<file path="src/rtl/mc_control_unit_if.sv">
// Control-unit bus: instruction fields and handshakes in, control bundle out.
// mem_ready completes a request when it is high in a cycle where memRead or
// memWrite is asserted; the request and iorD hold unchanged until that cycle.
// mul_done completes a multiply/divide started by the one-cycle mulStart pulse.
interface mc_control_unit_if;
  logic [6:0] opCode;
  logic       funct7_0;
  logic       mem_ready;
  logic       mul_done;

  logic       pcWrite;
  logic       irWrite;
  logic       memRead;
  logic       memWrite;
  logic       iorD;
  logic       regWrite;
  logic       memtoReg;
  logic       writeSrc;
  logic       aluSrc1;
  logic       jump;
  logic       jumpReg;
  logic       branch;
  logic       mulStart;
  logic [1:0] aluSrc2;
  logic [1:0] aluOp;

  modport master (
    input  opCode, funct7_0, mem_ready, mul_done,
    output pcWrite, irWrite, memRead, memWrite, iorD, regWrite, memtoReg,
           writeSrc, aluSrc1, jump, jumpReg, branch, mulStart, aluSrc2, aluOp
  );

  modport slave (
    output opCode, funct7_0, mem_ready, mul_done,
    input  pcWrite, irWrite, memRead, memWrite, iorD, regWrite, memtoReg,
           writeSrc, aluSrc1, jump, jumpReg, branch, mulStart, aluSrc2, aluOp
  );
endinterface

</file>
<file path="src/rtl/mc_control_unit.sv">
// Multi-cycle RV32I control FSM: fetch/decode/execute/memory/write-back with
// memory and multiplier handshakes, retired-instruction counter and trap state.
module mc_control_unit #(
  parameter bit ENABLE_MUL = 1'b0,
  parameter int CNT_W      = 32
) (
  input  logic              clk,
  input  logic              rst,
  mc_control_unit_if.master bus,
  output logic              illegal,
  output logic [CNT_W-1:0]  instret,
  output logic [3:0]        state_o
);

  typedef enum logic [3:0] {
    FETCH    = 4'd0,
    DECODE   = 4'd1,
    EXEC_R   = 4'd2,
    EXEC_I   = 4'd3,
    EXEC_U   = 4'd4,
    MEM_ADDR = 4'd5,
    MEM_RD   = 4'd6,
    MEM_WR   = 4'd7,
    WB_ALU   = 4'd8,
    WB_MEM   = 4'd9,
    BRANCH   = 4'd10,
    JAL      = 4'd11,
    JALR     = 4'd12,
    MUL_WAIT = 4'd13,
    TRAP     = 4'd14
  } state_t;

  localparam logic [6:0] OP_R      = 7'b0110011;
  localparam logic [6:0] OP_I      = 7'b0010011;
  localparam logic [6:0] OP_LUI    = 7'b0110111;
  localparam logic [6:0] OP_AUIPC  = 7'b0010111;
  localparam logic [6:0] OP_LOAD   = 7'b0000011;
  localparam logic [6:0] OP_STORE  = 7'b0100011;
  localparam logic [6:0] OP_BRANCH = 7'b1100011;
  localparam logic [6:0] OP_JAL    = 7'b1101111;
  localparam logic [6:0] OP_JALR   = 7'b1100111;

  typedef struct packed {
    logic       pcWrite;
    logic       irWrite;
    logic       memRead;
    logic       memWrite;
    logic       iorD;
    logic       regWrite;
    logic       memtoReg;
    logic       writeSrc;
    logic       aluSrc1;
    logic       jump;
    logic       jumpReg;
    logic       branch;
    logic       mulStart;
    logic [1:0] aluSrc2;
    logic [1:0] aluOp;
  } ctl_t;

  state_t state, state_next;
  ctl_t   ctl, ctl_out;
  logic   retire;
  logic   is_mul;

  assign is_mul = ENABLE_MUL && bus.funct7_0;

  always_ff @(posedge clk) begin
    if (rst) begin
      state   <= FETCH;
      instret <= '0;
    end else begin
      state <= state_next;
      if (retire) instret <= instret + CNT_W'(1);
    end
  end

  always_comb begin
    state_next = state;
    retire     = 1'b0;
    ctl        = '0;
    case (state)
      FETCH: begin
        ctl.memRead = 1'b1;
        ctl.aluSrc1 = 1'b1;
        ctl.aluSrc2 = 2'b10;
        if (bus.mem_ready) begin
          ctl.irWrite = 1'b1;
          ctl.pcWrite = 1'b1;
          state_next  = DECODE;
        end
      end
      DECODE: begin
        case (bus.opCode)
          OP_R:              state_next = (bus.funct7_0 && !ENABLE_MUL) ? TRAP : EXEC_R;
          OP_I:              state_next = EXEC_I;
          OP_LUI, OP_AUIPC:  state_next = EXEC_U;
          OP_LOAD, OP_STORE: state_next = MEM_ADDR;
          OP_BRANCH:         state_next = BRANCH;
          OP_JAL:            state_next = JAL;
          OP_JALR:           state_next = JALR;
          default:           state_next = TRAP;
        endcase
      end
      EXEC_R: begin
        ctl.aluOp    = 2'b10;
        ctl.mulStart = is_mul;
        state_next   = is_mul ? MUL_WAIT : WB_ALU;
      end
      EXEC_I: begin
        ctl.aluSrc2 = 2'b01;
        ctl.aluOp   = 2'b11;
        state_next  = WB_ALU;
      end
      EXEC_U: begin
        // AUIPC (opCode[5]==0) adds to the old PC, LUI passes the immediate.
        ctl.aluSrc1 = ~bus.opCode[5];
        ctl.aluSrc2 = 2'b11;
        state_next  = WB_ALU;
      end
      MEM_ADDR: begin
        ctl.aluSrc2 = 2'b01;
        state_next  = bus.opCode[5] ? MEM_WR : MEM_RD;
      end
      MEM_RD: begin
        ctl.memRead = 1'b1;
        ctl.iorD    = 1'b1;
        if (bus.mem_ready) state_next = WB_MEM;
      end
      MEM_WR: begin
        ctl.memWrite = 1'b1;
        ctl.iorD     = 1'b1;
        if (bus.mem_ready) begin
          state_next = FETCH;
          retire     = 1'b1;
        end
      end
      MUL_WAIT: begin
        if (bus.mul_done) state_next = WB_ALU;
      end
      WB_ALU: begin
        ctl.regWrite = 1'b1;
        state_next   = FETCH;
        retire       = 1'b1;
      end
      WB_MEM: begin
        ctl.regWrite = 1'b1;
        ctl.memtoReg = 1'b1;
        state_next   = FETCH;
        retire       = 1'b1;
      end
      BRANCH: begin
        ctl.branch = 1'b1;
        ctl.aluOp  = 2'b01;
        state_next = FETCH;
        retire     = 1'b1;
      end
      JAL, JALR: begin
        ctl.jump     = (state == JAL);
        ctl.jumpReg  = (state == JALR);
        ctl.aluSrc1  = (state == JAL);
        ctl.regWrite = 1'b1;
        ctl.writeSrc = 1'b1;
        ctl.aluSrc2  = 2'b01;
        ctl.pcWrite  = 1'b1;
        state_next   = FETCH;
        retire       = 1'b1;
      end
      TRAP:    state_next = TRAP;
      default: state_next = TRAP;
    endcase
  end

  // Controls are forced low in the reset cycle so nothing reaches the datapath.
  assign ctl_out = rst ? '0 : ctl;

  assign bus.pcWrite  = ctl_out.pcWrite;
  assign bus.irWrite  = ctl_out.irWrite;
  assign bus.memRead  = ctl_out.memRead;
  assign bus.memWrite = ctl_out.memWrite;
  assign bus.iorD     = ctl_out.iorD;
  assign bus.regWrite = ctl_out.regWrite;
  assign bus.memtoReg = ctl_out.memtoReg;
  assign bus.writeSrc = ctl_out.writeSrc;
  assign bus.aluSrc1  = ctl_out.aluSrc1;
  assign bus.jump     = ctl_out.jump;
  assign bus.jumpReg  = ctl_out.jumpReg;
  assign bus.branch   = ctl_out.branch;
  assign bus.mulStart = ctl_out.mulStart;
  assign bus.aluSrc2  = ctl_out.aluSrc2;
  assign bus.aluOp    = ctl_out.aluOp;

  assign illegal = (state == TRAP) && !rst;
  assign state_o = state;

endmodule
</file>
<file path="src/flat_wrapper.sv">
// flat-port wrapper written by rule: the top's interface ports become plain ports
module mc_control_unit_flat 
#(
  parameter bit ENABLE_MUL = 1'b0,
  parameter int CNT_W      = 32
)
  (clk, rst, illegal, instret, state_o, bus_opCode, bus_funct7_0, bus_mem_ready, bus_mul_done, bus_pcWrite, bus_irWrite, bus_memRead, bus_memWrite, bus_iorD, bus_regWrite, bus_memtoReg, bus_writeSrc, bus_aluSrc1, bus_jump, bus_jumpReg, bus_branch, bus_mulStart, bus_aluSrc2, bus_aluOp);
  mc_control_unit_if bus_i ();
  input  logic clk;
  input  logic rst;
  output logic illegal;
  output logic [CNT_W-1:0] instret;
  output logic [3:0] state_o;
  input wire logic [$bits(bus_i.opCode)-1:0] bus_opCode;
  input wire logic [$bits(bus_i.funct7_0)-1:0] bus_funct7_0;
  input wire logic [$bits(bus_i.mem_ready)-1:0] bus_mem_ready;
  input wire logic [$bits(bus_i.mul_done)-1:0] bus_mul_done;
  output wire logic [$bits(bus_i.pcWrite)-1:0] bus_pcWrite;
  output wire logic [$bits(bus_i.irWrite)-1:0] bus_irWrite;
  output wire logic [$bits(bus_i.memRead)-1:0] bus_memRead;
  output wire logic [$bits(bus_i.memWrite)-1:0] bus_memWrite;
  output wire logic [$bits(bus_i.iorD)-1:0] bus_iorD;
  output wire logic [$bits(bus_i.regWrite)-1:0] bus_regWrite;
  output wire logic [$bits(bus_i.memtoReg)-1:0] bus_memtoReg;
  output wire logic [$bits(bus_i.writeSrc)-1:0] bus_writeSrc;
  output wire logic [$bits(bus_i.aluSrc1)-1:0] bus_aluSrc1;
  output wire logic [$bits(bus_i.jump)-1:0] bus_jump;
  output wire logic [$bits(bus_i.jumpReg)-1:0] bus_jumpReg;
  output wire logic [$bits(bus_i.branch)-1:0] bus_branch;
  output wire logic [$bits(bus_i.mulStart)-1:0] bus_mulStart;
  output wire logic [$bits(bus_i.aluSrc2)-1:0] bus_aluSrc2;
  output wire logic [$bits(bus_i.aluOp)-1:0] bus_aluOp;
  assign bus_i.opCode = bus_opCode;
  assign bus_i.funct7_0 = bus_funct7_0;
  assign bus_i.mem_ready = bus_mem_ready;
  assign bus_i.mul_done = bus_mul_done;
  assign bus_pcWrite = bus_i.pcWrite;
  assign bus_irWrite = bus_i.irWrite;
  assign bus_memRead = bus_i.memRead;
  assign bus_memWrite = bus_i.memWrite;
  assign bus_iorD = bus_i.iorD;
  assign bus_regWrite = bus_i.regWrite;
  assign bus_memtoReg = bus_i.memtoReg;
  assign bus_writeSrc = bus_i.writeSrc;
  assign bus_aluSrc1 = bus_i.aluSrc1;
  assign bus_jump = bus_i.jump;
  assign bus_jumpReg = bus_i.jumpReg;
  assign bus_branch = bus_i.branch;
  assign bus_mulStart = bus_i.mulStart;
  assign bus_aluSrc2 = bus_i.aluSrc2;
  assign bus_aluOp = bus_i.aluOp;
  mc_control_unit #(.ENABLE_MUL(ENABLE_MUL), .CNT_W(CNT_W)) u_core (.clk(clk), .rst(rst), .bus(bus_i), .illegal(illegal), .instret(instret), .state_o(state_o));
endmodule
</file>
<file path="config.mk">
export PLATFORM = sky130hd
export DESIGN_NAME = mc_control_unit_flat
export DESIGN_NICKNAME = d
export VERILOG_FILES = /design/src/rtl/mc_control_unit_if.sv /design/src/rtl/mc_control_unit.sv /design/src/flat_wrapper.sv
export SDC_FILE = /design/constraint.sdc
export NUM_CORES = 1
export LEC_CHECK = 0
export BUFFER_PORTS_ARGS = -buffer_cell sky130_fd_sc_hd__buf_2
export CAP_MARGIN = 30
export CORE_MARGIN = 2
export CORE_UTILIZATION = 30
export CTS_BUF_LIST = sky130_fd_sc_hd__clkbuf_4 sky130_fd_sc_hd__clkbuf_8 sky130_fd_sc_hd__clkbuf_16
export DETAILED_ROUTE_END_ITERATION = 7
export PLACE_DENSITY = 0.51
export SETUP_SLACK_MARGIN = 0.5
export SLEW_MARGIN = 20
export SYNTH_ARGS = -nofsm -noshare
export SYNTH_HDL_FRONTEND = slang
export SYNTH_SLANG_ARGS = --single-unit
</file>
<file path="constraint.sdc">
create_clock -name clk -period 1.7 [get_ports clk]
set_clock_uncertainty 0.1 [all_clocks]
set_input_delay 0.255 -clock clk [delete_from_list [all_inputs] [get_ports clk]]
set_output_delay 0.255 -clock clk [all_outputs]
set_load 0.005 [all_outputs]
</file>
Word-level counts from Yosys, hierarchy flattened
Index checks and enable logic that the tools add are counted.
{"block": "totals", "inputBits": 12, "wordCells": 69, "reg_bits": 36, "output_inout_bits": 54}
{"block": "op_classes", "eq_ne": 27, "bitwise": 1, "reduce_logical": 13, "n_mux": 25, "addsub": 1}
{"op": "adder 32 x 1 -> 32 bit, second input constant", "count": 1}
{"op": "case mux 4 bit (8 select lines)", "count": 1}
{"op": "== test 4 bit, second input constant", "count": 7}
{"op": "case mux 4 bit (7 select lines)", "count": 1}
{"op": "== test 7 x 6 -> 1 bit, second input constant", "count": 3}
{"op": "== test 7 bit, second input constant", "count": 3}
{"op": "2-to-1 mux 4 bit", "count": 5}
{"op": "2-to-1 mux 17 bit", "count": 1}
{"op": "== test 4 x 3 -> 1 bit, second input constant", "count": 4}
{"op": "== test 7 x 5 -> 1 bit, second input constant", "count": 2}
{"op": "case mux 2 bit (3 select lines)", "count": 2}
{"op": "2-to-1 mux 1 bit", "count": 10}
{"op": "OR reduction 2 bit", "count": 5}
{"op": "== test 4 x 2 -> 1 bit, second input constant", "count": 2}
{"op": "!= test 2 bit, second input constant", "count": 4}
{"op": "OR reduction 4 bit", "count": 2}
{"op": "== test 7 x 2 -> 1 bit, second input constant", "count": 1}
{"op": "OR reduction 5 bit", "count": 1}
{"op": "== test 4 x 1 -> 1 bit, second input constant", "count": 1}
{"op": "logical NOT 4 bit", "count": 1}
{"op": "2-to-1 mux 2 bit", "count": 2}
{"op": "case mux 1 bit (2 select lines)", "count": 2}
{"op": "AND reduction 4 bit", "count": 1}
{"op": "case mux 1 bit (3 select lines)", "count": 1}
{"op": "4 further kinds", "count": 4}

Logic depth before layout (Yosys ltp)
Gate-level depths: netlist of the first run.
{"block": "logic_depth", "ltp_word": 4, "depth_mapped": 7, "depth_no_buf": 5}

Worst setup path before layout of the first run
OpenSTA, ideal clock, no wires.
{"block": "synth_path", "path_kind": "register -> register", "startpoint": "register u_core.instret[0]", "endpoint": "register u_core.instret[14]", "path_buffers": 1, "arrival_time_ns": 1.546, "setup_ns": 0.070, "period_less_slack_ns": 1.717, "required_time_ns": 1.530, "path_stages_with_launch": 7, "path_slack_ns": -0.017, "path_cell_list": "dfxtp_1 > ha_1 > buf_2 > and3_1 > nand3_1 > or4_1 > a21oi_1"}
{"block": "synth_via", "elab_chain_len": 1}
{"element": "start, declared", "line_no": "mc_control_unit.sv:11", "rtl": "output logic [CNT_W-1:0] instret,"}
{"element": "start signal, assigned", "line_no": "mc_control_unit.sv:74", "rtl": "if (retire) instret <= instret + CNT_W'(1);"}
{"element": "adder 32 x 1 -> 32 bit", "line_no": "mc_control_unit.sv:74"}
No other way between the ends.
A chain may end at the register's enable or synchronous reset.

Final worst setup path of the first run
{"block": "layout_path", "startpoint": "register u_core.state[2] (netlist: u_core.state_o[2])", "endpoint": "register u_core.instret[24]"}
{"block": "layout_via", "elab_chain_len": 3, "word_cells_on_any_way": 8, "classes_between": "6 x eq/ne; 1 x mux; 1 x reduce/logical"}
{"element": "start, declared", "line_no": "mc_control_unit.sv:61", "rtl": "state_t state, state_next;"}
{"element": "start signal, assigned", "line_no": "mc_control_unit.sv:73", "rtl": "state <= state_next;"}
{"element": "== test 4 bit", "line_no": "mc_control_unit.sv:82", "rtl": "case (state)"}
{"element": "OR reduction 5 bit (no line)"}
{"element": "case mux 1 bit (2 select lines) (*)", "line_no": "mc_control_unit.sv:82"}
Mark *: on every way between the ends. The rest lies on a longest branch, timed or not.

==> results of run 1 <==
[final timing paths]
path                      startpoint  slack (ns)  cells past startpoint            endpoint
setup / recovery   u_core.state_o[2]       -0.07                      6  u_core.instret[24]
hold / removal                   rst        0.21                      2  u_core.instret[29]
setup reg to reg   u_core.state_o[2]       -0.07                      6  u_core.instret[24]
hold reg to reg   u_core.instret[26]        0.40                      2  u_core.instret[26]
[registers in the layout (all words and copies together), names as in the netlist]
| name | count |
|---|---|
| u_core.state_o | 4 |
| u_core.instret | 32 |
[repair_timing]
| item | in CTS | in global routing |
|---|---|---|
| endpoints found under the setup margin | 82 | 83 |
| buffers inserted | 22 | 30 |
| resized for setup | 121 | 83 |
| pin swaps | 16 | 32 |
| gates cloned | 3 | 3 |
[power by group]
part           total [W]  leakage, nW  internal, W  switching [W]
Sequential       0.00104        0.310     0.000921       0.000115
Combinational    0.00256         1.56      0.00143        0.00113
Clock           0.000641       0.0510     0.000324       0.000317
[worst max-delay path, stage by stage, from the launching register on]
cell and delay (ns):
dfxtp_4 0.39, buf_6 0.11, nand2b_4 0.06, a2bb2oi_4 0.22, buf_8 0.17, or4_1 0.51, a21oi_1 0.15
[cells by family after synthesis]
family / Yosys count / share of synthesized area
and+or+nand+nor: 133 / 0.336
adders and majority gates: 1 / 0.00534
DFF: 36 / 0.307
AOI/OAI and AO/OA: 90 / 0.255
buffers and inverters: 34 / 0.0710
xor gates and xnor gates: 4 / 0.0149
muxes: 2 / 0.00907
other: 1 / 0.00160
[metrics by stage]
step | total power, W | instance area, um2 | util
CTS | 0.00355 | 4130 | 0.540
finish | 0.00424 | 4770 | 0.623
floorplan | 0.00201 | 2650 | -
global route | 0.00445 | 4770 | 0.623
detailed placement | 0.00231 | 3270 | 0.428
global placement | 0.00231 | 3270 | 0.428
[layout make-up]
| cell class | instances | area (um2) |
|---|---|---|
| Sequential cell | 36 | 782 |
| Timing Repair Buffer | 176 | 1700 |
| Clock buffer | 6 | 82.6 |
| Multi-Input combinational cell | 233 | 2040 |
| Tap cell | 102 | 128 |
| Inverter | 6 | 28.8 |
| Fill cell | 613 | 2880 |
| Clock inverter | 2 | 10.0 |
[layout by cell type (no fill, tap or decap), types with 3 or more instances in the layout]
cell type,instances
a21oi_1,17
a21oi_2,14
a31oi_1,3
and2_1,4
and3_4,4
and4_4,6
buf_12,5
buf_2,35
buf_4,50
buf_6,77
buf_8,5
clkbuf_16,3
clkbuf_8,6
dfxtp_1,3
dfxtp_2,25
dfxtp_4,8
inv_1,4
nand2_1,12
nand2_4,3
nand2b_4,4
nand3_1,10
nand4_1,11
nand4_4,3
nor2_1,13
nor2_2,3
nor2b_1,3
nor3_2,6
nor4_4,3
o21ai_0,5
o31ai_1,18
o31ai_2,3
or2_2,3
or3_1,4
or3_4,4
or4_1,14
or4_4,6
[metal layers]
layer | vias to the layer above | track usage
met4 | 0 | 0.0522
li1 | 1502 | -
met1 | 1518 | 0.260
met5 | - | 0
met2 | 79 | 0.312
met3 | 13 | 0.0350
==> run metrics, run 1 <==
met3 routed WL 365 um; final setup fails 21; H-tree Lvls 2; top cell type by total area after synthesis dfxtp_1; Power Density approximately 900 nW/um2; # rows 32; die footprint about 8500 um2; num ports between 60 and 70; Leakage about 1.9 nW; share of layout cells above drive strength 1 0.678; status finished, violations left; clock buffer depth 2; sequential area share after synthesis 0.307; kind of critical path flop to flop; Final #Nets roughly 470; total global routing overflow 0; Post-synth EDFFs 0; min cycle time layout ~1.8 ns; Avg Vias per Cell roughly 5.5; hold slack 0.207 ns; first-pass GRT wire length 13400 um; Non-Filler Instances ~560; startpoint types flop; Fin. Hold Viols 0; routability cong. 0.866; fmax 565 MHz; Synth top area share 0.307; drt pass-1 iters 4; total core area roughly 7600 um2; Top Layer Used met4; final worst-path cycle share 1.04; failing checks setup timing; Ys Warns 0; top post-synthesis cells by count 36 x dfxtp_1, 31 x a21oi_1, 21 x o31ai_1; PortBufs 64; CP required ~1.8 ns; Pins Over Slew Limit 0; DP Wirelength 5340 um; Iter 0 DRT Violations 156; ant diodes 0; Setup WS pre-CTS -0.0163 ns; #FFs+latches synth 36; HP Class primary input to flop; post-synthesis cell type count between 50 and 60; final worst slack -0.0714 ns; largest net degree at the start of global routing 25; DRT met1 WL between 4000 and 5000 um; max cap viols 0; die height just over 90 um; Placed Instances approximately 500; TNS Setup -0.779 ns; synthesized cell area approximately 2300 um2; ys async rst share 0; vias in the first global route between 2000 and 3000; # DRC 0; clk root buf clkbuf_8; number of clock sinks 36; initial antenna violation count 0; Synth Area per Inst ~7.8 um2; WP data arrival about 1.9 ns; worst vdd ir between 0.4 and 0.5 mV; clk_lat worst skew 0.29 ns; Avg WL per Cell around 17 um; Area Growth Syn to Fin 103%; crit path max fanout 8; syn_nets about 310; Die W 92.4 um; met2 wire length 4740 um; RSZ-0062 raised after global routing true; TritonCTS Buffers 5; top-count cell post-synth dfxtp_1; top cells by area, synth dfxtp_1 31%, o31ai_1 6.7%, a21oi_1 6.6%; Primary FF master, synth dfxtp_1; endpoint class of the critical path flop; TritonCTS clock tree built; total wire length about 9400 um; Initial Util 0.307; Cells after Synth 301; antenna-violating nets left 0; Hold-fix buffers, CTS 0; GRT Overall Usage 0.192; clk slew on worst S/H paths 0.07 ns; vias post-DR just over 3000
(Power assumes the default switching activity.)
==> inputs of run 2 (changes only) <==
--- a/config.mk
+++ b/config.mk
@@ -9,3 +9,2 @@
 export CAP_MARGIN = 30
-export CORE_MARGIN = 2
 export CORE_UTILIZATION = 30
--- a/constraint.sdc
+++ b/constraint.sdc
@@ -4,2 +4,2 @@
 set_output_delay 0.255 -clock clk [all_outputs]
-set_load 0.005 [all_outputs]
+set_load 0.05 [all_outputs]
==> run 2 against run 1 <==
Against the previous run:
- power is 28% higher
- the run still ends with setup timing left
- core utilization grew 5.4 points
- sequential share of layout area rose by 0.40 points
- critical endpoint is now bus_memRead
==> run metrics, run 2 (synthesized netlist as in run 1, its figures left out) <==
status finished, violations left (unchanged); failing checks setup timing (unchanged); largest net degree at the start of global routing 34 (was 25); antenna-violating nets left 0 (unchanged); met3 routed WL 422 um (was 365 um); PortBufs 64 (unchanged); Critical-path top delay cell dfxtp_4 (was or4_1); H-tree Lvls 2 (unchanged); worst vdd ir 0.452 mV (was 0.432 mV); most frequent cells in the layout 56 x buf_6, 47 x buf_4, 38 x buf_8, 31 x dfxtp_4, 23 x a21oi_1 (was 77 x buf_6, 50 x buf_4, 35 x buf_2, 25 x dfxtp_2, 18 x o31ai_1); routability cong. 0.780 (was 0.866); number of flip-flops in the largest register 32 (unchanged); TritonCTS clock tree built (unchanged); Power Density 1080 nW/um2 (was 889 nW/um2); initial antenna violation count 0 (unchanged); WP data arrival 1.56 ns (was 1.89 ns); die height 90.4 um (was 92.4 um); Top reg by flops u_core.instret (unchanged); num ports 66 (unchanged); TritonCTS Buffers 5 (unchanged); RSZ-0062 raised after global routing true (unchanged); Die W 90.4 um (was 92.4 um); min cycle time layout 1.92 ns (was 1.77 ns); drt pass-1 iters 4 (unchanged); final worst slack -0.219 ns (was -0.0714 ns); CP startpoint u_core.state_o[1] (was u_core.state_o[2]); cells along the critical path buf_12 -> and2_4 -> nor2_2 -> nor4_4 -> buf_6 (was buf_6 -> nand2b_4 -> a2bb2oi_4 -> buf_8 -> or4_1 -> a21oi_1); GRT Overall Usage 0.230 (was 0.192); Fin. Hold Viols 0 (unchanged); crit path max fanout 12 (was 8); Avg WL per Cell 18.5 um (was 16.8 um); Initial Util 0.317 (was 0.307); worst reg2reg path depth 7 (was 6); final setup fails 46 (was 21); total core area 7410 um2 (was 7650 um2); TNS Setup -3.81 ns (was -0.779 ns); HP Start bus_opCode[3] (was rst); vias in the first global route 2963 (was 2709); DP Wirelength 5570 um (was 5340 um); WHS Path Cells 4 (was 2); final worst-path cycle share 1.13 (was 1.04); # rows 31 (was 32); post-route cell area 5020 um2 (was 4770 um2); clk root buf clkbuf_8 (unchanged); clk_lat worst skew 0.30 ns (was 0.29 ns); clk slew on worst S/H paths 0.08 ns (was 0.07 ns); vias post-DR 3099 (was 3112); Iter 0 DRT Violations 156 (unchanged); endpoint class of the critical path primary output (was flop); DRT met1 WL 4520 um (was 4170 um); Avg Vias per Cell 5.69 (was 5.55); Area after DPL 3480 um2 (was 3270 um2); first-pass GRT wire length 15200 um (was 13400 um); startpoint types flop (unchanged); FF-to-FF Start u_core.state_o[2] (unchanged); Pins Over Slew Limit 0 (unchanged); CP required 1.34 ns (was 1.82 ns); total wire length 10100 um (was 9400 um); total global routing overflow 0 (unchanged); number of clock sinks 36 (unchanged); Top Layer Used met4 (unchanged); Leakage 1.85 nW (was 1.92 nW); ant diodes 0 (unchanged); max cap viols 0 (unchanged); clock buffer depth 2 (unchanged); fmax 521 MHz (was 565 MHz); die footprint 8170 um2 (was 8540 um2); kind of critical path flop to primary output (was flop to flop); critical path's largest stage delay 0.40 ns (was 0.51 ns); # DRC 0 (unchanged); share of layout cells above drive strength 1 0.650 (was 0.678); met2 wire length 4970 um (was 4740 um); Area Growth Syn to Fin 114% (was 103%); Final #Nets 458 (was 471); HP Class primary input to flop (unchanged); commonest non-fill, non-tap cell in the layout buf_6 (unchanged)
==> run 2: cell type report <==
cell class / instances / area (um2)
fill: 546 / 2390
multi-input combinational: 231 / 2060
timing repair buffer: 165 / 1850
sequential: 36 / 843
tap: 99 / 124
clock buffer: 5 / 68.8
clock inverter: 3 / 37.5
inverter: 6 / 33.8
==> run 2: critical path: cells and delay by family, from the launching register on <==
family / cells / cell delay (ns)
buffers and inverters: 2 / 0.35
DFF: 1 / 0.40
and+or+nand+nor: 3 / 0.51
==> run 2: per-layer routing <==
metal  global-route usage  vias to the layer above
met2                0.385                       90
met3               0.0370                       15
met4               0.0645                        0
li1                     -                     1469
met1                0.305                     1525
met5                    0                        -
==> run 2: worst paths after layout <==
| check | end | slack (ns) |
|---|---|---|
| setup reg to reg | u_core.instret[31] | -0.14 |
| hold / removal | u_core.state_o[3] | 0.35 |
| setup / recovery | bus_memRead | -0.22 |
| hold reg to reg | u_core.instret[29] | 0.40 |
==> run 2: through the flow <==
stage                     instances  power (W)   util  hold slack, ns  worst slack (ns)
after global placement          490    0.00309  0.470           0.361           -0.0666
after detailed placement        490    0.00310  0.470           0.371            -0.106
after global routing            545    0.00562  0.678           0.377            -0.272
after floorplan                 301    0.00262      -           0.357            -0.165
after CTS                       531    0.00484  0.631           0.333            -0.151
final                           545    0.00543  0.678           0.346            -0.219
==> run 2: repair_timing <==
action | CTS | global route
setup endpoints to repair | 89 | 86
cloned | 4 | 2
resized for setup | 221 | 55
pin swaps | 21 | 14
setup buffers | 29 | 12
hold buffers | 0 | 0
==> run 2: report_power, final <==
part / switching [W] / leakage, nW / total, W / internal [W]
registers: 0.000115 / 0.318 / 0.000999 / 0.000884
clock network: 0.000341 / 0.0532 / 0.000768 / 0.000428
logic: 0.00187 / 1.48 / 0.00367 / 0.00179
==> inputs of run 3 (changes only) <==
- CORE_UTILIZATION: 30 -> 42
- PLACE_DENSITY: 0.51 -> 0.67
- TNS_END_PERCENT: not set -> 20
==> run 3 against run 2 <==
Against the previous run:
- clock power fell by 6.4%
- critical endpoint is now u_core.instret[16]
- setup slack got worse by 0.078 ns
- the flow still finishes with violations (setup timing)
- cell count down 5.5%
- worst hold slack worse by 0.13 ns
- critical path depth grew 1
==> run metrics, run 3 (synthesized netlist as in run 1, its figures left out) <==
clk_lat worst skew 0.30 ns (about the same); RSZ-0062 raised after global routing true (unchanged); number of fill cells 206 (was 546); worst slew pin tran between 0.6 and 0.7 ns; # DRC 0 (unchanged); status finished, violations left (unchanged); Die W 76.7 um (was 90.4 um); hold endpoint u_core.state_o[1] (was u_core.state_o[3]); number of flip-flops in the largest register 32 (unchanged); startpoint types flop (unchanged); die footprint 5890 um2 (was 8170 um2); Area Growth Syn to Fin 101% (was 114%); TritonCTS Buffers 5 (unchanged); PortBufs 64 (unchanged); FF-to-FF Start u_core.state_o[0] (was u_core.state_o[2]); Pins Over Slew Limit 0 (unchanged); ant diodes 0 (unchanged); HP Start rst (was bus_opCode[3]); DP Wirelength 5380 um (was 5570 um); HP Class primary input to flop (unchanged); GRT Overall Usage 0.309 (was 0.230); Tot Pwr 0.00510 W (was 0.00543 W); fmax 501 MHz (was 521 MHz); final worst-path cycle share 1.17 (was 1.13); most frequent cells in the layout 56 x buf_6, 50 x buf_4, 37 x buf_8, 23 x dfxtp_2, 22 x a21oi_1 (was 56 x buf_6, 47 x buf_4, 38 x buf_8, 31 x dfxtp_4, 23 x a21oi_1); Reg area 783 um2 (was 843 um2); total wire length 12200 um (was 10100 um); first-pass GRT wire length 14600 um (was 15200 um); hold slack 0.216 ns (was 0.346 ns); Fin. Hold Viols 0 (unchanged); min cycle time layout 2.00 ns (was 1.92 ns); antenna-violating nets left 0 (unchanged); worst r2r dst u_core.instret[16] (was u_core.instret[31]); # rows 26 (was 31); clk root buf clkbuf_8 (unchanged); clk slew on worst S/H paths 0.08 ns (about the same); Avg WL per Cell 23.7 um (was 18.5 um); WHS Path Cells 2 (was 4); clock buffer depth 2 (unchanged); drt pass-1 iters 7 (was 4); slew margin rel. 0.591; worst reg2reg path depth 6 (was 7); endpoint class of the critical path flop (was primary output); number of clock sinks 36 (unchanged); total core area 5240 um2 (was 7410 um2); Initial Util 0.448 (was 0.317); vias post-DR 3525 (was 3099); flop2flop setup slack -0.30 ns (was -0.14 ns); Top reg by flops u_core.instret (unchanged); WP data arrival 2.10 ns (was 1.56 ns); total global routing overflow 0 (unchanged); final core utilization 0.900 (was 0.678); Power Density 1080 nW/um2 (about the same); Setup WS pre-CTS -0.0769 ns (was -0.106 ns); footprint of the multi-input gates 1940 um2 (was 2060 um2); Avg Vias per Cell 6.84 (was 5.69); TritonCTS clock tree built (unchanged); max cap viols 0 (unchanged); H-tree Lvls 2 (unchanged); Iter 0 DRT Violations 370 (was 156); commonest non-fill, non-tap cell in the layout buf_6 (unchanged); final setup fails 52 (was 46); largest net degree at the start of global routing 23 (was 34); Leakage 1.81 nW (was 1.85 nW); CP required 1.81 ns (was 1.34 ns); Final #Nets 457 (was 458); worst vdd ir 0.848 mV (was 0.452 mV); final worst slack -0.297 ns (was -0.219 ns); failing checks setup timing (unchanged); routability cong. 0.867 (was 0.780); initial antenna violation count 0 (unchanged); vias in the first global route 2880 (was 2963); kind of critical path flop to flop (was flop to primary output); share of layout cells above drive strength 1 0.613 (was 0.650); crit path max fanout 5 (was 12); die height 76.7 um (was 90.4 um); num ports 66 (unchanged)
==> run 3: changes by cell type in the layout (fill, tap and decap cells not counted), sizes merged <==
cell and change:
bufinv -1, buf -2, inv +1, clkinv -2, clkbuf +4, clkinvlp -1
==> run 3: how the worst max path moves through the flow <==
stage / startpoint / to
after global routing: u_core.state_o[0] / u_core.instret[16]
after CTS: u_core.state_o[0] / bus_pcWrite
after global placement: u_core.state_o[0] / u_core.instret[13]
after floorplan: u_core.state_o[1] / bus_memRead
final: u_core.state_o[0] / u_core.instret[16]
after detailed placement: u_core.state_o[1] / u_core.instret[15]
==> run 3: worst max-delay path, stage by stage, from the launching register on <==
cell and delay [ns]:
dfxtp_4 0.37, o21ai_2 0.24, buf_4 0.19, a2bb2oi_4 0.11, clkbuf_16 0.17, or4_1 0.51, a21oi_1 0.21
==> run 3: layout make-up <==
type / count / share of cell area
timing repair buffer: 164 / 0.376
tap: 70 / 0.0186
sequential: 36 / 0.166
inverter: 6 / 0.00531
clock buffer: 8 / 0.0220
multi-input combinational: 231 / 0.412
==> run 3: per-layer routing <==
metal	up-vias	track usage	wire [um]
li1	1458	-	-
met1	1690	0.399	4640
met2	296	0.496	5710
met3	81	0.0667	1220
met4	0	0.125	644
met5	-	0	0
==> run 3: metrics by stage <==
stage | std cells | setup TNS (ns) | cell area, um2
after floorplan | 301 | -3.04 | 2680
after CTS | 500 | -2.91 | 4350
final | 515 | -7.65 | 4710
after global placement | 482 | -0.0748 | 3460
after global routing | 515 | -9.70 | 4710
after detailed placement | 482 | -0.509 | 3460
==> run 3: where the power goes <==
group	internal, W	switching [W]	total [W]
Sequential	0.000918	0.0000889	0.00101
Combinational	0.00148	0.00190	0.00337
Clock	0.000387	0.000332	0.000719
Total	0.00278	0.00232	0.00510
==> run 3: what timing repair did <==
item | 4_1_cts | 5_1_grt
gates resized for setup | 199 | 48
setup endpoints to repair | 89 | 88
setup buffers | 10 | 10
hold buffers | 0 | 0
pin swaps | 17 | 20
cloned | 0 | 5
endpoints found under the hold margin | 0 | 0
